**config.mk**
```make
export PLATFORM = sky130hd
export DESIGN_NAME = rate_monitor
export DESIGN_NICKNAME = d
export VERILOG_FILES = /design/src/rtl/rate_monitor.sv
export SDC_FILE = /design/constraint.sdc
export NUM_CORES = 1
export LEC_CHECK = 0
export ABC_CLOCK_PERIOD_IN_PS = 4200
export CAP_MARGIN = 10
export CORE_ASPECT_RATIO = 1.1
export CORE_MARGIN = 1.5
export CORE_UTILIZATION = 50
export DETAILED_ROUTE_END_ITERATION = 8
export PLACE_DENSITY = 0.74
export SKIP_CTS_REPAIR_TIMING = 1
export SLEW_MARGIN = 20
export SYNTH_ARGS = -nofsm -noshare
export SYNTH_HDL_FRONTEND = slang
export SYNTH_SLANG_ARGS = --single-unit
```
**constraint.sdc**
```tcl
create_clock -name clk -period 4.2 [get_ports clk]
set_input_delay 1.26 -clock clk [delete_from_list [all_inputs] [get_ports clk]]
set_output_delay 1.26 -clock clk [all_outputs]
set_load 0.005 [all_outputs]
```
**src/rtl/rate_monitor.sv**
```systemverilog
// Slew-rate checker for a sampled stream: flags steps larger than step_size, tracks settle
// latency toward a target, peak step magnitude and a saturating violation count.
module rate_monitor #(
  parameter int unsigned DATA_W = 6,
  parameter int unsigned STEP_W = 3,
  parameter int unsigned CNT_W  = 8
) (
  input  logic              clk,
  input  logic              reset,
  input  logic              sample_valid,
  input  logic [DATA_W-1:0] sample,
  input  logic [DATA_W-1:0] target,
  input  logic [STEP_W-1:0] step_size,
  input  logic              clear,
  output logic              violation,
  output logic [CNT_W-1:0]  violation_count,
  output logic              settled,
  output logic              settle_done,
  output logic [CNT_W-1:0]  settle_cycles,
  output logic [DATA_W-1:0] max_delta
);

  typedef enum logic [1:0] {StIdle, StTrack, StSettled} state_e;

  state_e              state_q, state_d;
  logic [DATA_W-1:0]   prev_q, prev_d;
  logic [DATA_W-1:0]   tgt_q, tgt_d;
  logic [CNT_W-1:0]    run_cnt_q, run_cnt_d;
  logic                violation_q, violation_d;
  logic [CNT_W-1:0]    vcount_q, vcount_d;
  logic                settled_q, settled_d;
  logic                settle_done_q, settle_done_d;
  logic [CNT_W-1:0]    settle_cycles_q, settle_cycles_d;
  logic [DATA_W-1:0]   max_delta_q, max_delta_d;

  logic [DATA_W-1:0]   delta;
  logic                step_viol;
  logic [CNT_W-1:0]    run_inc;
  logic [CNT_W-1:0]    vcount_inc;

  // Unsigned inputs, so the magnitude always fits in DATA_W bits without wrap.
  assign delta      = (sample >= prev_q) ? sample - prev_q : prev_q - sample;
  assign step_viol  = {{STEP_W{1'b0}}, delta} > {{DATA_W{1'b0}}, step_size};
  assign run_inc    = (run_cnt_q == '1) ? run_cnt_q : run_cnt_q + CNT_W'(1);
  assign vcount_inc = (vcount_q == '1) ? vcount_q : vcount_q + CNT_W'(1);

  always_ff @(posedge clk or negedge reset) begin
    if (!reset) begin
      state_q         <= StIdle;
      prev_q          <= '0;
      tgt_q           <= '0;
      run_cnt_q       <= '0;
      violation_q     <= 1'b0;
      vcount_q        <= '0;
      settled_q       <= 1'b0;
      settle_done_q   <= 1'b0;
      settle_cycles_q <= '0;
      max_delta_q     <= '0;
    end else begin
      state_q         <= state_d;
      prev_q          <= prev_d;
      tgt_q           <= tgt_d;
      run_cnt_q       <= run_cnt_d;
      violation_q     <= violation_d;
      vcount_q        <= vcount_d;
      settled_q       <= settled_d;
      settle_done_q   <= settle_done_d;
      settle_cycles_q <= settle_cycles_d;
      max_delta_q     <= max_delta_d;
    end
  end

  // Outside IDLE, target always equals tgt_q after a retarget, so the live target decides.
  always_comb begin
    state_d = state_q;
    if (clear) begin
      state_d = StIdle;
    end else if (sample_valid) begin
      unique case (state_q)
        StIdle:    state_d = (sample == target) ? StSettled : StTrack;
        StTrack:   if (sample == target) state_d = StSettled;
        StSettled: if (sample != target) state_d = StTrack;
        default:   state_d = StIdle;
      endcase
    end
  end

  always_comb begin
    prev_d          = prev_q;
    tgt_d           = tgt_q;
    run_cnt_d       = run_cnt_q;
    violation_d     = 1'b0;
    vcount_d        = vcount_q;
    settled_d       = settled_q;
    settle_done_d   = 1'b0;
    settle_cycles_d = settle_cycles_q;
    max_delta_d     = max_delta_q;
    if (clear) begin
      prev_d          = '0;
      tgt_d           = '0;
      run_cnt_d       = '0;
      vcount_d        = '0;
      settled_d       = 1'b0;
      settle_cycles_d = '0;
      max_delta_d     = '0;
    end else if (sample_valid) begin
      prev_d = sample;
      tgt_d  = target;
      if (state_q == StIdle) begin
        run_cnt_d = '0;
        settled_d = (sample == target);
      end else begin
        if (delta > max_delta_q) max_delta_d = delta;
        if (step_viol) begin
          violation_d = 1'b1;
          vcount_d    = vcount_inc;
        end
        if (state_q == StTrack) begin
          run_cnt_d = (target != tgt_q) ? CNT_W'(1) : run_inc;
          if (sample == target) begin
            settle_done_d   = 1'b1;
            settle_cycles_d = run_cnt_d;
            settled_d       = 1'b1;
          end
        end else if (sample != target) begin
          run_cnt_d = CNT_W'(1);
          settled_d = 1'b0;
        end
      end
    end
  end

  assign violation       = violation_q;
  assign violation_count = vcount_q;
  assign settled         = settled_q;
  assign settle_done     = settle_done_q;
  assign settle_cycles   = settle_cycles_q;
  assign max_delta       = max_delta_q;

endmodule

```
**After elaboration in Yosys (flattened, before gate mapping)**

Cells that the tools add are included.

- Register bits: 47
- Input port bits: 19
- Output and inout bits: 25

- $add $sub $neg: 4
- Magnitude comparators: 3
- Eq/ne operators: 12
- Muxes and demuxes: 47
- Reduce and logical (&&, ||, !) cells: 13

Operator list:

| kind | number |
|---|---|
| 8-bit 2-to-1 mux | 17 |
| 6-bit 2-to-1 mux | 9 |
| 8-bit by 1-bit adder with 8-bit output (second input constant) | 2 |
| 8-bit == test (second input constant) | 2 |
| 1-bit 2-to-1 mux | 15 |
| 6-bit != test | 2 |
| 6-bit subtractor | 2 |
| 2-bit 2-to-1 mux | 5 |
| 2-bit nonzero test | 5 |
| 3-bit AND reduction | 3 |
| 4-bit AND reduction | 2 |
| 6-bit == test | 1 |
| 6-bit >= comparator | 1 |
| 6-bit by 3-bit > comparator with 1-bit output | 1 |
| 6-bit > comparator | 1 |
| 3-bit != test (second input constant) | 2 |
| 2-bit case mux with 3 select lines | 1 |
| 2-bit != test (second input constant) | 2 |
| 4-bit != test (second input constant) | 1 |
| 4-bit nonzero test | 1 |
| 2-bit by 1-bit == test with 1-bit output (second input constant) | 1 |
| 2-bit == test (second input constant) | 1 |
| 2-bit logical NOT | 1 |
| 2-bit AND reduction | 1 |

**Depth between registers and ports, before layout**

Gate-level depths: netlist (run 1).

- Depth in word-level cells: 8
- Depth in mapped cells: 16

**Least setup slack after synthesis (run 1)**

OpenSTA, ideal clock, no wires.

- Kind: input port to flip-flop
- Start point: input port sample[0]
- End point: register vcount_q[2] (netlist: violation_count[2])
- Library setup time: 0.125 ns
- Arrival: 4.289 ns
- Path slack: -0.214 ns
- Cell stages on the path: 16
- Buffers on the path: 0
- Cells stage by stage: inv_1 ha_1 inv_1 fa_1 a21oi_1 o221ai_2 mux2i_1 xnor2_1 ha_1 nand3_1 o21ai_0 o221a_2 nor2_1 nor4_4 nor4b_1 mux2_2

- Cells in the longest elaborated chain, start to end: 5

RTL lines:

| what | line | source |
|---|---|---|
| from (decl) | 11 | `input logic [DATA_W-1:0] sample,` |
| 6-bit subtractor or 6-bit >= comparator (tied branches) | 42 | `assign delta = (sample >= prev_q) ? sample - prev_q : prev_q - sample;` |
| 6-bit 2-to-1 mux (*) | 42 |  |
| 6-bit by 3-bit > comparator with 1-bit output (*) | 43 | `assign step_viol = {{STEP_W{1'b0}}, delta} > {{DATA_W{1'b0}}, step_size};` |
| 2-bit nonzero test (no source line) (*) | -- |  |
| 4-bit AND reduction (no source line) (*) | -- |  |
| to (signal assigned) | 65 | `vcount_q <= vcount_d;` |
| to (decl) | 30 | `logic [CNT_W-1:0] vcount_q, vcount_d;` |

Every way passes the cells marked *; elsewhere a longest branch is shown, timed or not.
A chain may end at the register's enable or synchronous reset.

**Worst setup path after layout (run 1)**

Same ends and word-level chain as after synthesis.

==> results of run 1 <==
## critical path: stages
cell      delay [ps]
buf_12           110
inv_12            40
ha_4             120
inv_2             30
fa_2             360
a21oi_4          160
o221ai_4         130
buf_6            140
mux2_4           310
ha_4             250
a211o_1          300
a221oi_2         330
nor2_4            80
buf_6            130
nor4_4           330
nor4b_2          100
mux2_2           280
## how the worst min path moves through the flow
stage	startpoint	end	slack (ps)	depth (start not counted)
6_report	settle_cycles[3]	settle_cycles[3]	480	2
5_1_grt	settle_cycles[4]	settle_cycles[4]	510	2
4_1_cts	settle_cycles[3]	settle_cycles[3]	490	2
3_5_place_dp	settle_cycles[3]	settle_cycles[3]	470	2
3_3_place_gp	settle_cycles[3]	settle_cycles[3]	460	2
2_1_floorplan	settle_cycles[2]	settle_cycles[2]	470	2
## where the power goes
group	leakage, nW	switching [mW]	internal, mW
clock	0.0516	0.164	0.135
sequential	0.642	0.0151	0.467
combinational	1.24	0.216	0.235
## metal layers
layer  up-vias  GRT usage
met5         -          0
met3        16     0.0400
met4         0     0.0766
met1      1377      0.298
met2        60      0.372
li1       1356          -
## layout by cell type, fill, tap and decap left out, types with 3 or more instances in the layout
cell type / n
dfrtp_1: 47
buf_4: 44
clkdlybuf4s50_1: 36
nor2_1: 30
mux2i_1: 23
nand2_1: 20
a21oi_1: 20
inv_1: 19
ha_1: 14
xnor2_1: 12
nand2b_1: 9
o21ai_0: 8
ha_4: 8
nor2b_1: 7
o31ai_1: 7
nand3_1: 7
and2_1: 6
xor2_1: 6
clkbuf_8: 6
inv_2: 5
nand4_1: 5
nor4_4: 5
nor3_1: 4
and3_1: 4
o41ai_1: 4
buf_6: 4
mux2_4: 3
a21o_1: 3
o21a_1: 3
or3_1: 3
mux2_2: 3
dlymetal6s2s_1: 3
## cells by family after synthesis
group / synth area share
xor+xnor: 0.0524
flops: 0.370
buf+inv: 0.0477
compound gates: 0.134
simple gates: 0.191
mux: 0.105
fa+ha+maj: 0.0993
## through the flow
step	util	setup slack, ps
global route	0.718	-136
detailed placement	0.654	-1000
finish	0.718	-51.8
global placement	0.654	-903
floorplan	-	-114
CTS	0.670	-688
## flip-flops by register name, summed over array words and instances (netlist names)
register,cells
max_delta,6
settle_done,1
state_q,2
settled,1
settle_cycles,8
violation,1
prev_q,6
violation_count,8
tgt_q,6
run_cnt_q,8
## final cells by class
| class | instances | area, um^2 |
|---|---|---|
| Clock buffer | 6 | 82.6 |
| Inverter | 25 | 106 |
| Clock inverter | 2 | 13.8 |
| Sequential cell | 47 | 1180 |
| Multi-Input combinational cell | 253 | 2120 |
| Timing Repair Buffer | 91 | 823 |
| Tap cell | 80 | 100 |
| Fill cell | 489 | 1740 |
==> metrics, run 1 <==
outcome finished, violations left; failing checks setup timing; largest net degree at the start of global routing 48; pwr/cell area approximately 280 nW/um^2; Synth top area share 0.370; final hold slack roughly 480 ps; final wirelength between 7 and 8 mm; startpoint types primary input; Critical Path RT about 4400 ps; setup TNS -51.8 ps; vias in the first global route about 2700; Synth Register Bits 47; clock latency on the worst-skew pair between 300 and 400 ps; CP Max Fanout 4; Placed Area ~4000 um^2; GPL Wtd Cong a little under 0.9; Critical path origin sample[0]; Vias roughly 2800; crit share post-route 1.01; ANT nets after route 0; Async SR Flop Fraction 1.00; metal3 WL 279 um; first-pass GRT wire length approximately 12 mm; dominant cells by area after synthesis dfrtp_1 (37%), ha_1 (8.7%), mux2i_1 (7.6%); Slew @ Worst Pin ~700 ps; Final min period 4250 ps; drt pass-1 iters 4; die width slightly below 80 um; gr usage total 0.225; CTS buffer count 5; Non-Filler Instances 504; Setup crit end violation_count[2]; Final Cell Area about 4400 um^2; worst flop-to-flop path endpoint violation_count[2]; Final Hold Fails 0; number of nets in the layout roughly 470; initial antenna violation count 0; sequential-to-total area share from yosys stat 0.370; Synth cell types 56; Most used DFF post-synth dfrtp_1; via/cell ratio 5.57; unrepaired setup endpoints after global routing true; Leakage slightly below 2 nW; CTS tree done; final setup fails 1; Worst R2R Start prev_q[0]; clk slew on worst S/H paths roughly 100 ps; Post-synth EDFFs 0; Core Box Area approximately 6000 um^2; skew final between 10 and 15 ps; Area Growth Syn to Fin 39.2%; Starting Density 0.516; drc violations 0; total power roughly 1.2 mW; Synth Instances between 300 and 400; Setup WS post-layout -51.8 ps; mapped cell area roughly 3200 um^2; maxcap violations 0; CTS max path bufs 2; row count 30; Pins Over Slew Limit 0; HPWL Detailed between 5 and 6 mm; syn avg cell area around 9.4 um^2; PortBufs 43; Reg2Reg Depth 15; Placed Cells incl. Taps between 400 and 500; CTS H-tree depth 2; clock sink total 47; Antenna diodes 0; syn nets 380; synthesis warning total 0; Die Area approximately 6800 um^2; Relative slew margins 0.533; Top Ports 44; Root Buffer clkbuf_8; fmax 235 MHz; share of post-route cells with drive strength above 1 0.243; Arr. time, crit path 4460 ps; initial DRC count ~160; metal2 WL roughly 4.0 mm; die height just under 90 um; maximum vdd drop approximately 0.22 mV; M1 WL between 3 and 4 mm; CP endpoint kind register; top cells by count, synth dfrtp_1 (47), nor2_1 (31), inv_1 (25); leading area contributor after synthesis dfrtp_1; grt total ovfl 0; count leader, synth dfrtp_1; max layer used met4; kind of critical path in2reg; R2R setup slack between 500 and 600 ps; wire per inst 15.8 um; Worst Hold Class reg2reg
Power figures use the tool's default switching activity.
==> run 2: changes to the inputs <==
Settings changed: MAX_ROUTING_LAYER set to met4, SLEW_MARGIN 20 to unset.
==> run 2 against run 1 <==
Net effect:
- the run now ends clean
- register-to-register slack better by 140 ps
- sequential share of layout area grew 0.17 points
- cell count is the same
- count of clock-buffer cells in the layout is the same
- critical endpoint is now violation_count[0]
- largest power group unchanged
- non-clock buffer count unchanged
- cell area is 0.62% lower
- worst setup slack improved by 88 ps
==> metrics, run 2 (synthesis results as in run 1) <==
multi-input logic area 2110 um^2 (-0.53%); Arr. time, crit path 4370 ps (-90 ps); register area 1180 um^2 (unchanged); drt pass-1 iters 4 (unchanged); first-pass GRT wire length 12.3 mm (about the same); Placed Area 4030 um^2 (unchanged); grt total ovfl 0 (unchanged); Antenna diodes 0 (unchanged); CTS max path bufs 2 (unchanged); startpoint types primary input; ANT nets after route 0 (unchanged); share of post-route cells with drive strength above 1 0.236 (-0.00708); row count 30 (unchanged); Critical Path RT 4400 ps (about the same); total power 1.23 mW (-0.24%); Leakage 1.94 nW (+0.45%); final wirelength 8.04 mm (+1.0%); Setup WS post-layout 35.8 ps (+87.5 ps); Pins Over Slew Limit 0 (unchanged); gr usage total 0.232 (+0.00672); CTS buffer count 5 (unchanged); clock latency on the worst-skew pair 310 ps (about the same); initial DRC count 147 (-5.8%); kind of critical path in2reg; Fillers 498 (+1.8%); final setup fails 0 (-1); HPWL Detailed 5.43 mm (unchanged); Psw 0.395 mW (about the same); Final Cell Area 4390 um^2 (-0.62%); skew final 8.52 ps (-1.95 ps); CTS tree done; CP endpoint kind register; die height 86.6 um (unchanged); GPL Wtd Cong 0.896 (+1.7%); Placed Cells incl. Taps 487 (unchanged); commonest non-fill, non-tap cells in the layout dfrtp_1 (47), buf_4 (44), clkdlybuf4s50_1 (36), nor2_1 (30), mux2i_1 (23); Final min period 4160 ps (-87.5 ps); Core Box Area 6160 um^2 (unchanged); Pint 0.835 mW (-0.37%); Area Growth Syn to Fin 38.3%; initial antenna violation count 0 (unchanged); Worst Hold Class reg2reg; CTS H-tree depth 2 (unchanged); Root Buffer clkbuf_8; combinational fraction of design power 0.365 (about the same); Final Hold Fails 0 (unchanged); switching part of the total 0.321 (+0.000888); CP Max Fanout 5 (+1); outcome finished clean; most common cell after layout, fill and taps aside dfrtp_1; Die Area 6840 um^2 (unchanged); pwr/cell area 280 nW/um^2 (+0.39%); number of nets in the layout 466 (unchanged); Relative slew margins 0.291 (-0.242); wire per inst 16.0 um (+1.0%); Vias 2819 (+0.36%); clk slew on worst S/H paths 90 ps (about the same); die width 79.0 um (unchanged); post-layout util 0.713 (-0.00447); Non-Filler Instances 504 (unchanged); drc violations 0 (unchanged); final hold slack 478 ps (-0.223 ps); Slew @ Worst Pin 1060 ps (+366 ps); PortBufs 43 (unchanged); setup TNS 0 ps (+51.8 ps); share of power burned in registers 0.392 (about the same); clock sink total 47 (unchanged); maximum vdd drop 0.176 mV (-19%); vias in the first global route 2701 (-0.30%); Top Ports 44 (unchanged); Setup WS pre-CTS -1000 ps (unchanged); Starting Density 0.516 (unchanged); largest net degree at the start of global routing 48 (unchanged); via/cell ratio 5.59 (+0.36%); fmax 240 MHz (+2.1%); maxcap violations 0 (unchanged); Clock Power Share 0.243 (about the same); crit share post-route 0.991 (-0.0208)
==> run 2: cell count changes in the layout (fill, tap and decap cells not counted), moves of 2 or more <==
cell | before | now
dlymetal6s2s_1 | 3 | 5
clkbuf_2 | 2 | 0
buf_12 | 2 | 0
clkbuf_4 | 0 | 2
==> run 2: power groups by stage <==
stage	Sequential, mW	Combinational [mW]	Clock [mW]
2_1_floorplan	0.488	0.221	0
3_3_place_gp	0.489	0.362	0
3_5_place_dp	0.490	0.371	0
4_1_cts	0.481	0.373	0.305
5_1_grt	0.485	0.489	0.318
6_report	0.482	0.449	0.298
==> run 2: per-layer routing <==
layer  vias to the layer above  GRT usage  wire (um)
met5                         -          -          0
met4                         0     0.0766        127
met3                        13     0.0400        334
met2                        70      0.371       4120
met1                      1373      0.299       3460
li1                       1363          -          -
==> run 2: cell type report <==
type | count | share of cell area
multi-input combinational | 253 | 0.479
sequential | 47 | 0.268
timing repair buffer | 91 | 0.184
inverter | 25 | 0.0242
tap | 80 | 0.0228
clock buffer | 6 | 0.0188
clock inverter | 2 | 0.00313
==> run 2: worst paths after layout <==
check | start | endpoint | slack (ps) | cells past startpoint
max in group asynchronous | reset | max_delta[2] | 2400 | 1
worst min register to register | settle_cycles[3] | settle_cycles[3] | 480 | 2
worst max-delay path | sample[1] | violation_count[0] | 40 | 16
worst min-delay path | settle_cycles[3] | settle_cycles[3] | 480 | 2
min in group asynchronous | reset | prev_q[2] | 1140 | 1
worst max register to register | prev_q[0] | violation_count[0] | 670 | 16
==> run 2: worst max-delay path, cell delays in order <==
cell and delay, ps:
dlymetal6s2s_1 160, buf_4 160, fa_2 410, a21oi_4 160
o221ai_4 130, buf_6 140, mux2_4 300, ha_4 290
nand3_2 80, o21a_1 120, a221oi_2 350, nor2_4 100
nor4_4 150, buf_6 190, nor3_2 60, mux2_4 310
